File: src/rtl/otter_pkg.sv
// Shared types and constants for the OTTER ID/EX boundary: operand selects,
// ALU function codes and the registered ID/EX record with its bubble value.
package otter_pkg;

  localparam int XLEN   = 32;
  localparam int REG_AW = 5;

  typedef enum logic [1:0] {
    SRCA_RS1  = 2'd0,
    SRCA_PC   = 2'd1,
    SRCA_IMM  = 2'd2,
    SRCA_ZERO = 2'd3
  } srca_sel_t;

  typedef enum logic [1:0] {
    SRCB_RS2   = 2'd0,
    SRCB_IMM   = 2'd1,
    SRCB_FOUR  = 2'd2,
    SRCB_ZERO  = 2'd3
  } srcb_sel_t;

  // ALU function codes are {func7[5], func3}
  localparam logic [3:0] ALU_ADD  = 4'b0000;
  localparam logic [3:0] ALU_SUB  = 4'b1000;
  localparam logic [3:0] ALU_SLL  = 4'b0001;
  localparam logic [3:0] ALU_SLT  = 4'b0010;
  localparam logic [3:0] ALU_SLTU = 4'b0011;
  localparam logic [3:0] ALU_XOR  = 4'b0100;
  localparam logic [3:0] ALU_SRL  = 4'b0101;
  localparam logic [3:0] ALU_SRA  = 4'b1101;
  localparam logic [3:0] ALU_OR   = 4'b0110;
  localparam logic [3:0] ALU_AND  = 4'b0111;
  localparam logic [3:0] ALU_LUI  = 4'b1001;

  typedef struct packed {
    logic              valid;
    logic [XLEN-1:0]   pc;
    logic [REG_AW-1:0] rs1_addr;
    logic [REG_AW-1:0] rs2_addr;
    logic [XLEN-1:0]   rs1_data;
    logic [XLEN-1:0]   rs2_data;
    logic [XLEN-1:0]   imm;
    srca_sel_t         srca_sel;
    srcb_sel_t         srcb_sel;
    logic [3:0]        alu_fun;
    logic [REG_AW-1:0] rd_addr;
    logic              reg_we;
    logic              mem_re;
    logic              mem_we;
  } id_ex_t;

  // All-zero record: no writes, rs addresses x0 so nothing forwards into it
  localparam id_ex_t ID_EX_BUBBLE = '0;

  function automatic logic reg_match(input logic              we,
                                     input logic [REG_AW-1:0] rd,
                                     input logic [REG_AW-1:0] rs);
    return we && (rd != '0) && (rd == rs);
  endfunction

endpackage

File: src/rtl/otter_fwd_mux.sv
// Operand forwarding for one source register: MEM result beats WB result,
// which beats the registered read data. x0 never takes a forwarded value.
module otter_fwd_mux
  import otter_pkg::*;
(
  input  logic [REG_AW-1:0] i_src_addr,
  input  logic [XLEN-1:0]   i_reg_data,
  input  logic [REG_AW-1:0] i_mem_rd_addr,
  input  logic              i_mem_reg_we,
  input  logic [XLEN-1:0]   i_mem_data,
  input  logic [REG_AW-1:0] i_wb_rd_addr,
  input  logic              i_wb_reg_we,
  input  logic [XLEN-1:0]   i_wb_data,
  output logic [XLEN-1:0]   o_data
);

  logic w_mem_hit;
  logic w_wb_hit;

  assign w_mem_hit = reg_match(i_mem_reg_we, i_mem_rd_addr, i_src_addr);
  assign w_wb_hit  = reg_match(i_wb_reg_we, i_wb_rd_addr, i_src_addr);

  always_comb begin
    o_data = i_reg_data;
    if (w_mem_hit) begin
      o_data = i_mem_data;
    end else if (w_wb_hit) begin
      o_data = i_wb_data;
    end
  end

endmodule

File: src/rtl/otter_id_ex_stage.sv
// OTTER ID/EX pipeline register with load-use bubble insertion, WB capture
// bypass, MEM/WB operand forwarding and ALU operand selection.
module otter_id_ex_stage
  import otter_pkg::*;
(
  input  logic        CLK,
  input  logic        RST_N,
  input  logic        ID_VALID,
  input  logic [31:0] ID_PC,
  input  logic [31:0] ID_RS1_DATA,
  input  logic [31:0] ID_RS2_DATA,
  input  logic [4:0]  ID_RS1_ADDR,
  input  logic [4:0]  ID_RS2_ADDR,
  input  logic [4:0]  ID_RD_ADDR,
  input  logic        ID_RS1_USED,
  input  logic        ID_RS2_USED,
  input  logic [31:0] ID_IMM,
  input  logic [1:0]  ID_SRCA_SEL,
  input  logic [1:0]  ID_SRCB_SEL,
  input  logic [3:0]  ID_ALU_FUN,
  input  logic        ID_REG_WE,
  input  logic        ID_MEM_RE,
  input  logic        ID_MEM_WE,
  input  logic [4:0]  MEM_RD_ADDR,
  input  logic        MEM_REG_WE,
  input  logic [31:0] MEM_FWD_DATA,
  input  logic [4:0]  WB_RD_ADDR,
  input  logic        WB_REG_WE,
  input  logic [31:0] WB_DATA,
  input  logic        STALL,
  input  logic        FLUSH,
  output logic        EX_VALID,
  output logic [31:0] ALU_SRC_A,
  output logic [31:0] ALU_SRC_B,
  output logic [3:0]  ALU_FUN,
  output logic [31:0] EX_PC,
  output logic [4:0]  EX_RD_ADDR,
  output logic        EX_REG_WE,
  output logic        EX_MEM_RE,
  output logic        EX_MEM_WE,
  output logic [31:0] EX_STORE_DATA,
  output logic        LOAD_USE_HAZARD
);

  id_ex_t      r_ex;
  id_ex_t      w_cap;
  logic        w_load_use;
  logic [31:0] w_rs1_fwd;
  logic [31:0] w_rs2_fwd;

  // Hazard looks at the load sitting in EX against what decode wants to read
  assign w_load_use = r_ex.valid && r_ex.mem_re && ID_VALID &&
                      (r_ex.rd_addr != 5'd0) &&
                      (((r_ex.rd_addr == ID_RS1_ADDR) && ID_RS1_USED) ||
                       ((r_ex.rd_addr == ID_RS2_ADDR) && ID_RS2_USED));

  always_comb begin
    w_cap          = ID_EX_BUBBLE;
    w_cap.valid    = 1'b1;
    w_cap.pc       = ID_PC;
    w_cap.rs1_addr = ID_RS1_ADDR;
    w_cap.rs2_addr = ID_RS2_ADDR;
    w_cap.rs1_data = reg_match(WB_REG_WE, WB_RD_ADDR, ID_RS1_ADDR) ? WB_DATA : ID_RS1_DATA;
    w_cap.rs2_data = reg_match(WB_REG_WE, WB_RD_ADDR, ID_RS2_ADDR) ? WB_DATA : ID_RS2_DATA;
    w_cap.imm      = ID_IMM;
    w_cap.srca_sel = srca_sel_t'(ID_SRCA_SEL);
    w_cap.srcb_sel = srcb_sel_t'(ID_SRCB_SEL);
    w_cap.alu_fun  = ID_ALU_FUN;
    w_cap.rd_addr  = ID_RD_ADDR;
    w_cap.reg_we   = ID_REG_WE;
    w_cap.mem_re   = ID_MEM_RE;
    w_cap.mem_we   = ID_MEM_WE;
  end

  // ---- ID -> EX register boundary ----
  always_ff @(posedge CLK or negedge RST_N) begin
    if (!RST_N) begin
      r_ex <= ID_EX_BUBBLE;
    end else if (FLUSH) begin
      r_ex <= ID_EX_BUBBLE;
    end else if (STALL) begin
      // Held operands still pick up a result retiring through WB meanwhile
      if (reg_match(WB_REG_WE, WB_RD_ADDR, r_ex.rs1_addr)) begin
        r_ex.rs1_data <= WB_DATA;
      end
      if (reg_match(WB_REG_WE, WB_RD_ADDR, r_ex.rs2_addr)) begin
        r_ex.rs2_data <= WB_DATA;
      end
    end else if (w_load_use || !ID_VALID) begin
      r_ex <= ID_EX_BUBBLE;
    end else begin
      r_ex <= w_cap;
    end
  end

  // ---- EX: forwarding and operand select (combinational) ----
  otter_fwd_mux u_fwd_rs1 (
    .i_src_addr    (r_ex.rs1_addr),
    .i_reg_data    (r_ex.rs1_data),
    .i_mem_rd_addr (MEM_RD_ADDR),
    .i_mem_reg_we  (MEM_REG_WE),
    .i_mem_data    (MEM_FWD_DATA),
    .i_wb_rd_addr  (WB_RD_ADDR),
    .i_wb_reg_we   (WB_REG_WE),
    .i_wb_data     (WB_DATA),
    .o_data        (w_rs1_fwd)
  );

  otter_fwd_mux u_fwd_rs2 (
    .i_src_addr    (r_ex.rs2_addr),
    .i_reg_data    (r_ex.rs2_data),
    .i_mem_rd_addr (MEM_RD_ADDR),
    .i_mem_reg_we  (MEM_REG_WE),
    .i_mem_data    (MEM_FWD_DATA),
    .i_wb_rd_addr  (WB_RD_ADDR),
    .i_wb_reg_we   (WB_REG_WE),
    .i_wb_data     (WB_DATA),
    .o_data        (w_rs2_fwd)
  );

  always_comb begin
    ALU_SRC_A = 32'd0;
    unique case (r_ex.srca_sel)
      SRCA_RS1:  ALU_SRC_A = w_rs1_fwd;
      SRCA_PC:   ALU_SRC_A = r_ex.pc;
      SRCA_IMM:  ALU_SRC_A = r_ex.imm;
      SRCA_ZERO: ALU_SRC_A = 32'd0;
      default:   ALU_SRC_A = 32'd0;
    endcase
  end

  always_comb begin
    ALU_SRC_B = 32'd0;
    unique case (r_ex.srcb_sel)
      SRCB_RS2:  ALU_SRC_B = w_rs2_fwd;
      SRCB_IMM:  ALU_SRC_B = r_ex.imm;
      SRCB_FOUR: ALU_SRC_B = 32'd4;
      SRCB_ZERO: ALU_SRC_B = 32'd0;
      default:   ALU_SRC_B = 32'd0;
    endcase
  end

  assign EX_VALID        = r_ex.valid;
  assign ALU_FUN         = r_ex.alu_fun;
  assign EX_PC           = r_ex.pc;
  assign EX_RD_ADDR      = r_ex.rd_addr;
  assign EX_REG_WE       = r_ex.reg_we;
  assign EX_MEM_RE       = r_ex.mem_re;
  assign EX_MEM_WE       = r_ex.mem_we;
  assign EX_STORE_DATA   = w_rs2_fwd;
  assign LOAD_USE_HAZARD = w_load_use;

endmodule

File: config.mk
export PLATFORM = sky130hd
export DESIGN_NAME = otter_id_ex_stage
export DESIGN_NICKNAME = d
export VERILOG_FILES = /design/src/rtl/otter_pkg.sv /design/src/rtl/otter_fwd_mux.sv /design/src/rtl/otter_id_ex_stage.sv
export SDC_FILE = /design/constraint.sdc
export NUM_CORES = 1
export LEC_CHECK = 0
export CORE_UTILIZATION = 25
export CTS_CLUSTER_DIAMETER = 120
export CTS_CLUSTER_SIZE = 8
export DETAILED_ROUTE_END_ITERATION = 10
export DONT_BUFFER_PORTS = 1
export PLACE_DENSITY_LB_ADDON = 0.3
export SYNTH_ARGS = -nofsm -noshare
export SYNTH_HDL_FRONTEND = slang
export SYNTH_HIERARCHICAL = 1
export SYNTH_SLANG_ARGS = --single-unit
File: constraint.sdc
create_clock -name CLK -period 2.15 [get_ports CLK]
set_clock_uncertainty 0.05 [all_clocks]
set_input_delay 0.3225 -clock CLK [delete_from_list [all_inputs] [get_ports CLK]]
set_output_delay 0.3225 -clock CLK [all_outputs]
set_load 0.02 [all_outputs]
==> impl_metrics.csv, run 1 <==
group,metric,value,unit
sta,slew_viol_final,0,
clock_tree,clk_latency,0.46,ns
synthesis,avgSynthCellArea,9.62,um^2
critical_path,worstPathArrival,2.63,ns
place,placement.io_buffers,0,
run,drv_cap,0,
synthesis,ys_types,39,
final_layout,design_area,18800,um^2
pwr,power_density,489,nW/um^2
critical_path,endpoint_kind,"primary output",
global_route,grt_usage,24.3,%
global_route,grt_pass1_wl,79000,um
sta,report.final.hold_viol_count,155,
critical_path,path_class,"reg2out",
detailed_routing,routed_via_density,5.97,
sta,rsz0062_at_grt,"yes",
sta,setup_slack,-0.852,ns
synthesis,muxShareOfSynthArea,17.5,%
detailed_routing,wl_per_cell,31.0,um
detailed_routing,dr.pass1.iters,7,
synthesis,ys_ff_latch,155,
synthesis,synth_top_family_by_area,"compound AO/OA/AOI/OAI gates",
sta,worst_hold_slack,-0.483,ns
clock_tree,numCtsBuffers,17,
synthesis,yosys.area_share.simple,12.6,%
synthesis,postSynth.asyncResetShare,100,%
place,pre_cts_ws,-0.538,ns
detailed_routing,drt_iter0_drc,1217,
critical_path,crit_required,1.78,ns
detailed_routing,drc,0,
place,placed_cell_area,13600,um^2
sta,finalCritPeriodShare,140,%
floorplanning,rows,76,
critical_path,critPathLaunchType,"flip-flop",
clock_tree,clockRootBuffer,"clkbuf_16",
clock_tree,clock_path_buffers,2,
synthesis,synth_compound_area_share,21.4,%
clock_tree,h-tree-depth,4,
detailed_routing,wl,62000,um
sta,max_slew_margin,19.1,%
detailed_routing,num_vias,11937,
global_route,grt_pass1_vias,11223,
floorplanning,die_h,211,um
pwr,total_power,9200,uW
synthesis,seq_area_frac_synth,35.6,%
clock_tree,cts_tree,"done",
synthesis,syn_nets,1371,
detailed_routing,postRouteAntennaNets,0,
synthesis,synth_edf_count,0,
sta,fin_tns_setup,-86.52,ns
floorplanning,core-area,43100,um^2
floorplanning,die_x,211,um
sta,setup_viol,247,
run_status,violations,"negative hold slack, negative setup slack",
pwr,ir_worst_vdd,0.000548,V
place,hpwlAfterDp,38900,um
global_route,antenna_found_initial,9,
final_layout,fin_util,43.7,%
final_layout,syn2layout_area_growth,72.7,%
synthesis,netlist_area,10900,um^2
floorplanning,start_util,25.3,%
synthesis,synth-xor-area-share,3.69,%
synthesis,ys.warnings.count,6,
synthesis,synth_cells,1134,
global_route,grt_max_degree,156,
sta,fmax,0.333,GHz
sta,worstMarginPinSlew,1.21,ns
place,finalWeightedCongestion,0.951,
critical_path,critPathMaxFanout,23,
final_layout,layout-drive-gt1-share,48.3,%
sta,min_period,3.00,ns
synthesis,ys.flop_type,"dfrtp_1",
floorplanning,dieArea,44500,um^2
clock_tree,cts_sinks,155,
synthesis,synth_fa_ha_area_share,0,%
min_path,min_path_type,"in2async",
floorplanning,num_io_pins,379,
run_status,status,"complete, but fails checks",
pwr,cellLeakagePower,0.00660,uW
clock_tree,clkTransAtPathRegs,0.07,ns
final_layout,final_nets,1635,
global_route,overflow,0,
layout by cell type (no fill, tap or decap), types with 5 or more instances in the layout:
cell type      Yosys  layout
nor4_4             4      12
buf_6             19     119
buf_12             0      45
o31ai_2            0      15
buf_8              0      13
xnor2_1           30      14
dfrtp_2            0      13
xor2_1            16      14
o31ai_4            0      49
nor4_1            68      21
o22ai_2            0      15
nand4_1           64      64
clkinvlp_4         0       6
o21ai_4            1       5
nor2_2             0      32
o22ai_1           64      45
buf_4             43     111
a22o_1            90      90
a31oi_1           64      10
mux2i_4            0       7
clkbuf_16          0      36
nand2_1           40      39
nor4_2             0      39
buf_16             0       5
mux2i_2            0      17
a31oi_4            0      40
o21ai_2            0      31
xnor2_2            0      14
dfrtp_1          155     142
dlygate4sd3_1      0     108
nand3_1            8       5
mux2i_1          191     167
a31oi_2            0      14
power by group:
| part | internal (uW) | total [uW] | switching, uW |
|---|---|---|---|
| Clock | 1730 | 3110 | 1380 |
| Sequential | 3030 | 3220 | 192 |
| Combinational | 1360 | 2870 | 1510 |
synth_stat cells (8+ instances only):
library cell / count / area, um^2
nor4_1: 68 / 425
nor2_1: 34 / 128
buf_2: 25 / 125
nand2_1: 40 / 150
o22ai_1: 64 / 400
a22o_1: 90 / 788
clkbuf_1: 79 / 297
o21ai_0: 32 / 160
xnor2_1: 30 / 263
nand4_1: 64 / 400
buf_6: 19 / 214
o31ai_1: 64 / 480
nand3_1: 8 / 40.0
a31oi_1: 64 / 400
dfrtp_1: 155 / 3880
buf_4: 43 / 323
xor2_1: 16 / 140
buf_1: 10 / 37.5
mux2i_1: 191 / 1910
per-stage QoR:
stage | std cells | hold slack, ns
2_1_floorplan | 1134 | -0.0231
3_3_place_gp | 1774 | -0.0135
3_5_place_dp | 1774 | -0.0137
4_1_cts | 1931 | -0.517
5_1_grt | 1997 | -0.510
6_report | 1999 | -0.483
flip-flops by register name, summed over array words and instances, names as in the netlist:
signal / cells
EX_VALID: 1
EX_MEM_WE: 1
ALU_FUN: 4
EX_REG_WE: 1
EX_PC: 32
EX_MEM_RE: 1
EX_RD_ADDR: 5
r_ex: 110
cell families after synthesis:
group                     count (synthesis)
AOI/OAI and AO/OA                       326
xor gates and xnor gates                 46
buffers and inverters                   177
DFF                                     155
muxes                                   191
and+or+nand+nor                         239
timing repair:
item,CTS,global route
pin swaps,51,213
endpoints found under the hold margin,265,156
cloned,5,32
setup endpoints to repair,103,250
buffers inserted,16,52
hold buffers,107,1
resized for setup,254,216
routing by layer:
layer	wire length, um	up-vias	GRT usage, %
met4	3280	8	11.6
met2	28000	740	36.1
met3	6180	186	7.75
met5	60	-	0
met1	24500	6047	31.8
li1	-	4956	-
worst paths after layout:
path	startpoint	end	slack (ns)	cells past startpoint
max reg2reg	EX_RD_ADDR[2]$_DFFE_PN0P_	r_ex[69]$_DFFE_PN0P_	-0.21	10
min reg2reg	r_ex[22]$_DFFE_PN0P_	r_ex[22]$_DFFE_PN0P_	0.48	1
max in group asynchronous	RST_N	r_ex[13]$_DFFE_PN0P_	2.31	0
min in group CLK	WB_DATA[10]	r_ex[90]$_DFFE_PN0P_	0.02	2
max	r_ex[120]$_DFFE_PN0P_	ALU_SRC_A[13]	-0.85	8
min	RST_N	r_ex[114]$_DFFE_PN0P_	-0.48	0
cell type report:
class | count | area (um^2)
clock buffers | 21 | 450
flip-flops and latches | 155 | 3890
multi-input cells | 804 | 8670
clock inverters | 10 | 119
repair buffers | 420 | 4960
fillers | 3907 | 24200
diodes | 4 | 10.0
well taps | 585 | 732
worst max-delay path: stages, from the launching register on:
cell,delay (ns)
dfrtp_2,0.48
xnor2_1,0.19
nand3_1,0.14
or3_4,0.40
buf_12,0.19
a31oi_2,0.24
buf_4,0.15
mux2i_1,0.07
o21ai_2,0.27
Note: power is estimated with default switching activity, not from simulation.
==> run 2: changes to the inputs <==
--- a/config.mk
+++ b/config.mk
@@ -11,6 +11,7 @@
 export DETAILED_ROUTE_END_ITERATION = 10
 export DONT_BUFFER_PORTS = 1
 export PLACE_DENSITY_LB_ADDON = 0.3
+export SETUP_SLACK_MARGIN = 0.05
 export SYNTH_ARGS = -nofsm -noshare
 export SYNTH_HDL_FRONTEND = slang
 export SYNTH_HIERARCHICAL = 1
==> impl_metrics.csv, run 2 (synthesis results as in run 1) <==
group,metric,value,unit
floorplanning,die_h,211,um
final_layout,final_nets,1625,
pwr,cellLeakagePower,0.00669,uW
run,drv_cap,0,
sta,setup_slack,-0.881,ns
place,dpl.cell_count,1753,
final_layout,nFillCells,3837,
place,finalWeightedCongestion,0.932,
detailed_routing,num_vias,11931,
global_route,grt_pass1_wl,83700,um
critical_path,rr_worst_depth,9,
global_route,grt_max_degree,156,
pwr,total_power,9070,uW
final_layout,syn2layout_area_growth,77.2,%
detailed_routing,postRouteAntennaNets,0,
global_route,grt_pass1_vias,11720,
floorplanning,dieArea,44500,um^2
final_layout,final_common_cell,"mux2i_1",
final_layout,final_cells,1991,
sta,max_slew_margin,24.3,%
detailed_routing,drt_iter0_drc,1322,
sta,fin_tns_setup,-85.21,ns
critical_path,worstPathArrival,2.66,ns
clock_tree,clk_latency,0.46,ns
run_status,violations,"negative hold slack, negative setup slack",
place,hpwlAfterDp,38500,um
critical_path,critPathLaunchType,"flip-flop",
detailed_routing,drc,0,
critical_path,path_class,"reg2out",
critical_path,r2r-end,"r_ex[14]$_DFFE_PN0P_",
place,placement.io_buffers,0,
critical_path,worst_path_max_delay_cell,"dfrtp_1",
final_layout,layout-drive-gt1-share,51.5,%
pwr,ir_worst_vdd,0.000547,V
critical_path,crit_chain,"or2_1 > o21a_4 > buf_12 > buf_8 > o31ai_4 > a31oi_4 > mux2i_2 > o21ai_2 > buf_6",
sta,slew_viol_final,0,
sta,rsz0062_at_grt,"yes",
floorplanning,die_x,211,um
floorplanning,core-area,43100,um^2
run_status,status,"complete, but fails checks",
clock_tree,cts_sinks,155,
detailed_routing,dr.pass1.iters,5,
global_route,grt_usage,25.9,%
clock_tree,clkTransAtPathRegs,0.06,ns
critical_path,crit_required,1.78,ns
critical_path,critPathMaxFanout,6,
detailed_routing,routed_via_density,5.99,
pwr,power_density,469,nW/um^2
min_path,min_path_type,"in2async",
floorplanning,start_util,25.3,%
sta,setup_viol,231,
sta,finalCritPeriodShare,141,%
clock_tree,h-tree-depth,4,
critical_path,max_stage_delay,0.39,ns
global_route,antenna_found_initial,10,
final_layout,layout_common_cells,"mux2i_1 (156), dfrtp_1 (144), dlygate4sd3_1 (113), buf_6 (112)",
final_layout,largest_reg_flops,110,
final_layout,regMostFlops,"r_ex",
final_layout,fin_util,44.9,%
sta,fmax,0.330,GHz
clock_tree,clockRootBuffer,"clkbuf_16",
clock_tree,numCtsBuffers,17,
sta,worst_hold_slack,-0.500,ns
clock_tree,clock_path_buffers,2,
critical_path,r2r_start,"EX_RD_ADDR[2]$_DFFE_PN0P_",
critical_path,r2r_setup_slack,-0.18,ns
sta,worstMarginPinSlew,1.13,ns
detailed_routing,wl,62200,um
global_route,overflow,0,
floorplanning,rows,76,
floorplanning,num_io_pins,379,
sta,report.final.hold_viol_count,155,
critical_path,endpoint_kind,"primary output",
clock_tree,cts_tree,"done",
sta,min_period,3.03,ns
detailed_routing,wl_per_cell,31.3,um
[run 2: power breakdown]
group	total (uW)	internal [uW]	switching, uW
Clock	2870	1530	1340
Sequential	3230	3030	198
Combinational	2970	1410	1560
[run 2: worst max path at each step]
stage,cells past startpoint,slack [ns],to,from
2_1_floorplan,8,-0.20,ALU_SRC_B[10],r_ex[114]$_DFFE_PN0P_
3_3_place_gp,10,-0.52,ALU_SRC_A[2],r_ex[119]$_DFFE_PN0P_
3_5_place_dp,10,-0.48,ALU_SRC_A[2],r_ex[119]$_DFFE_PN0P_
4_1_cts,9,-0.83,ALU_SRC_A[18],r_ex[121]$_DFFE_PN0P_
5_1_grt,10,-0.90,ALU_SRC_A[8],r_ex[120]$_DFFE_PN0P_
6_report,9,-0.88,ALU_SRC_A[2],r_ex[121]$_DFFE_PN0P_
[run 2: area by class of cell]
cell class	count	area [um^2]	share of cell area [%]
sequential	155	3890	20.1
clock inverter	10	67.6	0.350
multi-input combinational	803	9040	46.8
clock buffer	22	464	2.40
tap	585	732	3.79
antenna	5	12.5	0.0647
timing repair buffer	411	5120	26.5
[run 2: routing by layer]
layer	vias up	GRT usage [%]	part of all wire, %
li1	4930	-	-
met1	6065	32.3	39
met2	739	40.3	46
met3	187	8.39	9.4
met4	10	12.5	5.4
met5	-	0	0.13
[run 2: repair_timing]
| action | in CTS | in global routing |
|---|---|---|
| hold buffers | 103 | 10 |
| pin swaps | 181 | 158 |
| cloned | 23 | 15 |
| setup buffers | 34 | 41 |
| setup endpoints to repair | 251 | 252 |
| gates resized for setup | 327 | 217 |
| endpoints found under the hold margin | 261 | 165 |
[run 2: through the flow]
stage / setup slack [ns] / area (um^2)
floorplan: -0.196 / 11600
global placement: -0.524 / 13400
detailed placement: -0.480 / 13400
CTS: -0.833 / 17700
global route: -0.901 / 19300
finish: -0.881 / 19300
[run 2: worst max-delay path: cells and delay by family, from the launching register on]
family	cells	cell delay, ns
AND/OR/NAND/NOR	1	0.25
buffers and inverters	3	0.43
multiplexers	1	0.24
AO/OA/AOI/OAI	4	0.86
flip-flops	1	0.39
==> run 3: changes to the inputs <==
--- a/config.mk
+++ b/config.mk
@@ -6,7 +6,6 @@
 export NUM_CORES = 1
 export LEC_CHECK = 0
 export CORE_UTILIZATION = 25
-export CTS_CLUSTER_DIAMETER = 120
 export CTS_CLUSTER_SIZE = 8
 export DETAILED_ROUTE_END_ITERATION = 10
 export DONT_BUFFER_PORTS = 1
==> results of run 3 <==
No change in the layout: final DEF, timing and power equal those of run 2.
